### src/rtl/quad_enc_gen.sv
// quad_enc_gen: quadrature encoder line generator.
// Emits glitch-free registered A/B lines. Each command sets the edge-to-edge
// period (in prescaled fast ticks), the direction and the number of edges.
// It is used to drive the decoder inputs in loopback/self-test builds.
module quad_enc_gen #(
    parameter int PRESC_DIV = 64,
    parameter int PERIOD_W  = 22,
    parameter int STEP_W    = 16
) (
    input  logic                clk,
    input  logic                reset,
    input  logic                cmd_valid,
    output logic                cmd_ready,
    input  logic [PERIOD_W-1:0] cmd_period,
    input  logic [STEP_W-1:0]   cmd_steps,
    input  logic                cmd_dir,
    input  logic                abort,
    output logic                enc_a,
    output logic                enc_b,
    output logic                edge_pulse,
    output logic                busy,
    output logic                done,
    output logic [STEP_W-1:0]   edge_cnt
);

    localparam int                 PRESC_W   = (PRESC_DIV > 1) ? $clog2(PRESC_DIV) : 1;
    localparam logic [PRESC_W-1:0] PRESC_MAX = PRESC_W'(PRESC_DIV - 1);

    typedef enum logic {
        IDLE = 1'b0,
        RUN  = 1'b1
    } state_t;

    state_t               r_state;
    state_t               w_nextState;

    logic [PRESC_W-1:0]   r_presc;
    logic                 w_fastTick;

    logic [PERIOD_W-1:0]  r_periodM1;
    logic [PERIOD_W-1:0]  r_periodCnt;
    logic [STEP_W-1:0]    r_steps;
    logic                 r_dir;

    logic                 r_encA;
    logic                 r_encB;
    logic                 r_edgePulse;
    logic                 r_done;
    logic [STEP_W-1:0]    r_edgeCnt;

    logic                 w_accept;
    logic                 w_periodHit;
    logic                 w_edgeDue;
    logic [STEP_W-1:0]    w_cntNext;
    logic                 w_final;
    logic                 w_nextA;
    logic                 w_nextB;

    // Free-running prescaler. Commands never touch it, so edge timing is
    // always quantised to the same fast-tick grid.
    always_ff @(posedge clk) begin
        if (reset) begin
            r_presc <= '0;
        end else if (r_presc == PRESC_MAX) begin
            r_presc <= '0;
        end else begin
            r_presc <= r_presc + PRESC_W'(1);
        end
    end

    assign w_fastTick = (r_presc == PRESC_MAX);

    // Abort takes priority over a new command offered in the same cycle.
    assign w_accept = (r_state == IDLE) && cmd_valid && !abort;

    // An edge is due when the fast tick that completes the period arrives.
    // It is suppressed during an abort and in the cycle that reports done,
    // so the final edge can never be followed by a stray one.
    assign w_periodHit = (r_periodCnt == r_periodM1);
    assign w_edgeDue   = (r_state == RUN) && !abort && !r_done && w_fastTick && w_periodHit;

    // The edge count saturates, so continuous runs never wrap back to zero.
    assign w_cntNext = (r_edgeCnt == {STEP_W{1'b1}}) ? r_edgeCnt : r_edgeCnt + STEP_W'(1);
    assign w_final   = (r_steps != '0) && (w_cntNext == r_steps);

    // Next quadrature phase {A,B}. Exactly one line toggles per step.
    // Up:   00 -> 10 -> 11 -> 01 -> 00
    // Down: 00 -> 01 -> 11 -> 10 -> 00
    always_comb begin
        w_nextA = r_encA;
        w_nextB = r_encB;
        if (r_dir) begin
            w_nextA = ~r_encB;
            w_nextB = r_encA;
        end else begin
            w_nextA = r_encB;
            w_nextB = ~r_encA;
        end
    end

    // FSM state register.
    always_ff @(posedge clk) begin
        if (reset) begin
            r_state <= IDLE;
        end else begin
            r_state <= w_nextState;
        end
    end

    // FSM next-state logic. RUN is left when the done pulse is visible, so
    // the generator is ready again one cycle after the final edge.
    always_comb begin
        w_nextState = r_state;
        case (r_state)
            IDLE: begin
                if (w_accept) begin
                    w_nextState = RUN;
                end
            end
            RUN: begin
                if (abort || r_done) begin
                    w_nextState = IDLE;
                end
            end
            default: begin
                w_nextState = IDLE;
            end
        endcase
    end

    // FSM outputs: handshake and activity flags follow the state directly.
    always_comb begin
        cmd_ready = 1'b0;
        busy      = 1'b0;
        case (r_state)
            IDLE:    cmd_ready = 1'b1;
            RUN:     busy      = 1'b1;
            default: cmd_ready = 1'b0;
        endcase
    end

    // Latch the command on acceptance. The period is stored minus one, so
    // a zero request behaves as one tick and the compare can never wrap.
    always_ff @(posedge clk) begin
        if (reset) begin
            r_periodM1 <= '0;
            r_steps    <= '0;
            r_dir      <= 1'b0;
        end else if (w_accept) begin
            r_periodM1 <= (cmd_period == '0) ? '0 : cmd_period - PERIOD_W'(1);
            r_steps    <= cmd_steps;
            r_dir      <= cmd_dir;
        end
    end

    // Period counter. It restarts on each accept and is cleared on every
    // edge, so successive edges are exactly one period apart with no drift.
    always_ff @(posedge clk) begin
        if (reset) begin
            r_periodCnt <= '0;
        end else if (w_accept) begin
            r_periodCnt <= '0;
        end else if ((r_state == RUN) && w_fastTick) begin
            if (w_periodHit) begin
                r_periodCnt <= '0;
            end else begin
                r_periodCnt <= r_periodCnt + PERIOD_W'(1);
            end
        end
    end

    // Registered quadrature lines plus edge/done pulses. The lines hold
    // their phase between commands, so a reversed command steps back from
    // wherever the previous one stopped.
    always_ff @(posedge clk) begin
        if (reset) begin
            r_encA      <= 1'b0;
            r_encB      <= 1'b0;
            r_edgePulse <= 1'b0;
            r_done      <= 1'b0;
        end else begin
            r_edgePulse <= w_edgeDue;
            r_done      <= w_edgeDue && w_final;
            if (w_edgeDue) begin
                r_encA <= w_nextA;
                r_encB <= w_nextB;
            end
        end
    end

    // Edges emitted by the current or last command. The count holds after
    // completion or abort until the next command is accepted.
    always_ff @(posedge clk) begin
        if (reset) begin
            r_edgeCnt <= '0;
        end else if (w_accept) begin
            r_edgeCnt <= '0;
        end else if (w_edgeDue) begin
            r_edgeCnt <= w_cntNext;
        end
    end

    assign enc_a      = r_encA;
    assign enc_b      = r_encB;
    assign edge_pulse = r_edgePulse;
    assign done       = r_done;
    assign edge_cnt   = r_edgeCnt;

endmodule
### config.mk
export PLATFORM = sky130hd
export DESIGN_NAME = quad_enc_gen
export DESIGN_NICKNAME = d
export VERILOG_FILES = /design/src/rtl/quad_enc_gen.sv
export SDC_FILE = /design/constraint.sdc
export NUM_CORES = 1
export LEC_CHECK = 0
export CAP_MARGIN = 20
export CORE_ASPECT_RATIO = 2
export CORE_MARGIN = 5
export CORE_UTILIZATION = 35
export CTS_BUF_LIST = sky130_fd_sc_hd__clkbuf_16
export DETAILED_ROUTE_END_ITERATION = 8
export DONT_BUFFER_PORTS = 1
export SYNTH_ARGS = -nofsm -noshare
export SYNTH_HDL_FRONTEND = slang
export SYNTH_SLANG_ARGS = --single-unit
### constraint.sdc
create_clock -name clk -period 5.45 [get_ports clk]
set_clock_uncertainty 0.2 [all_clocks]
set_input_delay 0.2725 -clock clk [delete_from_list [all_inputs] [get_ports clk]]
set_output_delay 0.2725 -clock clk [all_outputs]
set_load 0.1 [all_outputs]
==> results.md <==
* Final hold viol count at 0
* Initial DRC count at 155
* Register area at 1760 sq um
* MaxCap Viol Count at 0
* Antenna violations before repair at 0
* Syn Inst Count at 529
* Core Rows at 58
* Normalized max-slew margin at 24.1%
* Fin crit share at 67.1%
* Dpl ws at 1870 ps
* Most frequent cells in the layout: dfxtp_1, nor2_1, nand2_1, xor2_1, dlygate4sd3_1
* Critical Path Sink: done
* Least-Margin Pin Slew at 1140 ps
* Layout area overhead at 22.5%
* Async S/R FF share, synth at 0%
* Largest net degree at the start of global routing at 40
* Crit path DAT at 3670 ps
* Via-per-instance ratio at 5.45
* FF-to-FF Start: edge_cnt[2]
* Flop-to-flop setup slack at 1800 ps
* Layout cells sized above 1 at 7.53%
* Synth unique cells at 46
* DRC Markers at 0
* Clock buffer depth at 2
* FMAX at 274 MHz
* Fin. max-slew vios at 0
* Multi-input gate area at 2580 sq um
* Core area at 12600 sq um
* CP endpoint kind: register
* Type of the most critical hold path: input port to register
* Startpoint class of the critical path: register
* Die Span X at 89.9 um
* Number of flops mapped to enable cells by yosys at 0
* Overflow after GRT at 0
* H-tree Lvls at 3
* Via count at 4002
* Clk root buf: clkbuf_16
* Number of I/O port buffers at 0
* Antenna-violating nets left at 0
* GRT Util Overall at 16.9%
* Die footprint at 15300 sq um
* CTS tree: yes
* Initial core utilization at 35.6%
* Cell Area, Synth at 4470 sq um
* Cell Pwr Density at 265 nW/um^2
* Fill cells at 1239
* Worst r2r dst: done
* Hold_ws at 10.6 ps
* PnR worst setup slack at 1800 ps
* Setup CP Type: register to register
* Most common cell after layout, fill and taps aside: dfxtp_1
* Critical Path RT at 5460 ps
* Peak VDD IR at 185 uV
* DPL Wire Length at 9910 um
* Max FO, Critical Path at 9
* Register-to-Register Path Depth at 7
* # IOs at 65
* Sequential-to-total area share from yosys stat at 39.4%
* Global-route wire length before repair at 20600 um
* Aggregate negative setup slack at 0 ps
* # setup viols final at 0
* Post-layout minimum cycle time at 3650 ps
* Number of buffers created by CTS at 9
* Syn Area/Cell at 8.45 sq um
* Status: finished clean
* Clk_lat worst skew at 340 ps
* Commonest register cell after synthesis: dfxtp_1
* Syn nets at 576
* Final net count at 626
* Vert. Die Dim at 170 um
* Setup repair after global routing missed its margin: no
* Warnings from Yosys at 0
* Placer congestion estimate at 0.883
* Final wirelength at 13100 um
* Clock sinks at 88
* Drt first pass iters at 4
* Drt wl/cell at 17.8 um
* Reg clk slew, reported paths at 60 ps
* Worst Setup SP: edge_cnt[2]
* Post_cts resized at 0
* N_diodes at 0
* Synthesized flop and latch total at 88
* LEAKAGE at 1.97 nW
* Vias in the first global route at 4031
## power breakdown
part	total (W)	internal [W]	switching, W
sequential	0.000678	0.000660	0.0000180
combinational	0.000113	0.0000564	0.0000568
clock	0.000660	0.000402	0.000259
total	0.00145	0.00112	0.000334
## how the worst min path moves through the flow
| stage | from | end | slack [ps] | cells after the start |
|---|---|---|---|---|
| 6_report | cmd_period[17] | r_periodM1[18] | 10 | 3 |
| 5_1_grt | cmd_period[6] | r_periodM1[8] | 20 | 3 |
| 4_1_cts | cmd_period[9] | r_periodM1[12] | 3 | 3 |
| 3_5_place_dp | reset | enc_b | 150 | 1 |
| 3_3_place_gp | reset | enc_b | 150 | 1 |
| 2_1_floorplan | cmd_period[0] | r_periodM1[0] | 190 | 1 |
## cells by family after synthesis
group	count (synthesis)	synth area share, %
AO/OA/AOI/OAI	91	13.0
XOR/XNOR	91	18.0
AND/OR/NAND/NOR	217	24.3
flip-flops	88	39.4
adder cells (fa/ha/maj)	4	1.12
buffers and inverters	33	3.02
multiplexers	5	1.12
## final cells by class
| type | instances | share of cell area [%] |
|---|---|---|
| multi-input combinational | 408 | 47.2 |
| sequential | 88 | 32.2 |
| timing repair buffer | 64 | 10.8 |
| clock buffer | 9 | 4.11 |
| tap | 150 | 3.43 |
| clock inverter | 7 | 1.76 |
| inverter | 8 | 0.548 |
## timing repair
item,4_1_cts,5_1_grt
hold endpoints to repair,51,0
setup buffers,0,0
hold buffers,44,0
## through the flow
stage | cell area, sq um | util, % | total power [W] | std cells
after CTS | 5470 | 43.6 | 0.00147 | 733
final | 5480 | 43.6 | 0.00145 | 734
after floorplan | 4470 | - | 0.000753 | 529
after detailed placement | 4710 | 37.5 | 0.000777 | 673
after global placement | 4710 | 37.5 | 0.000775 | 673
after global routing | 5480 | 43.6 | 0.00151 | 734
## per-layer routing
layer | up-vias | routed length [um] | global-route usage [%]
met2 | 121 | 7260 | 32.4
met5 | - | 0 | 0
met4 | 0 | 811 | 12.0
met1 | 1875 | 4390 | 15.5
met3 | 44 | 605 | 3.50
li1 | 1962 | - | -
## flip-flops by register name (all words and copies together) (netlist names)
| name | count |
|---|---|
| enc_a | 1 |
| enc_b | 1 |
| r_presc | 6 |
| edge_cnt | 16 |
| r_steps | 16 |
| r_periodCnt | 22 |
| r_dir | 1 |
| r_periodM1 | 22 |
| done | 1 |
| r_state | 1 |
| edge_pulse | 1 |
## Yosys cell counts (2+ instances only)
library cell,count,share of area [%]
o21ai_0,29,3.2
or4_1,3,0.50
a211oi_1,4,0.67
a22o_1,17,3.3
nor2_1,58,4.9
and2_1,5,0.70
nor2b_1,2,0.28
nand3_1,13,1.5
buf_2,6,0.67
mux2i_1,5,1.1
clkbuf_1,17,1.4
or2_2,2,0.28
ha_1,4,1.1
xor2_1,47,9.2
nor3b_1,3,0.50
a21oi_1,22,2.5
xnor2_1,43,8.4
a31oi_1,5,0.70
nand4b_1,2,0.39
nand2b_1,3,0.42
o31ai_1,2,0.34
nand3b_1,4,0.67
o211ai_1,2,0.34
a311oi_1,3,0.59
or3_1,6,0.84
nor3_1,14,1.6
nand4_1,23,3.2
o22ai_1,2,0.28
and3_1,4,0.56
and4_1,3,0.59
dfxtp_1,88,39
nand2_1,54,4.5
inv_1,8,0.67
nor4_1,14,2.0
## critical path: stages, from the launching register on
cell and delay, ps:
dfxtp_1 1080, nand3_1 550, or2_2 490, nor4_2 580, xor2_1 190, nor2_1 50
nor2_1 300, nor4_1 80
Power figures use the tool's default switching activity.
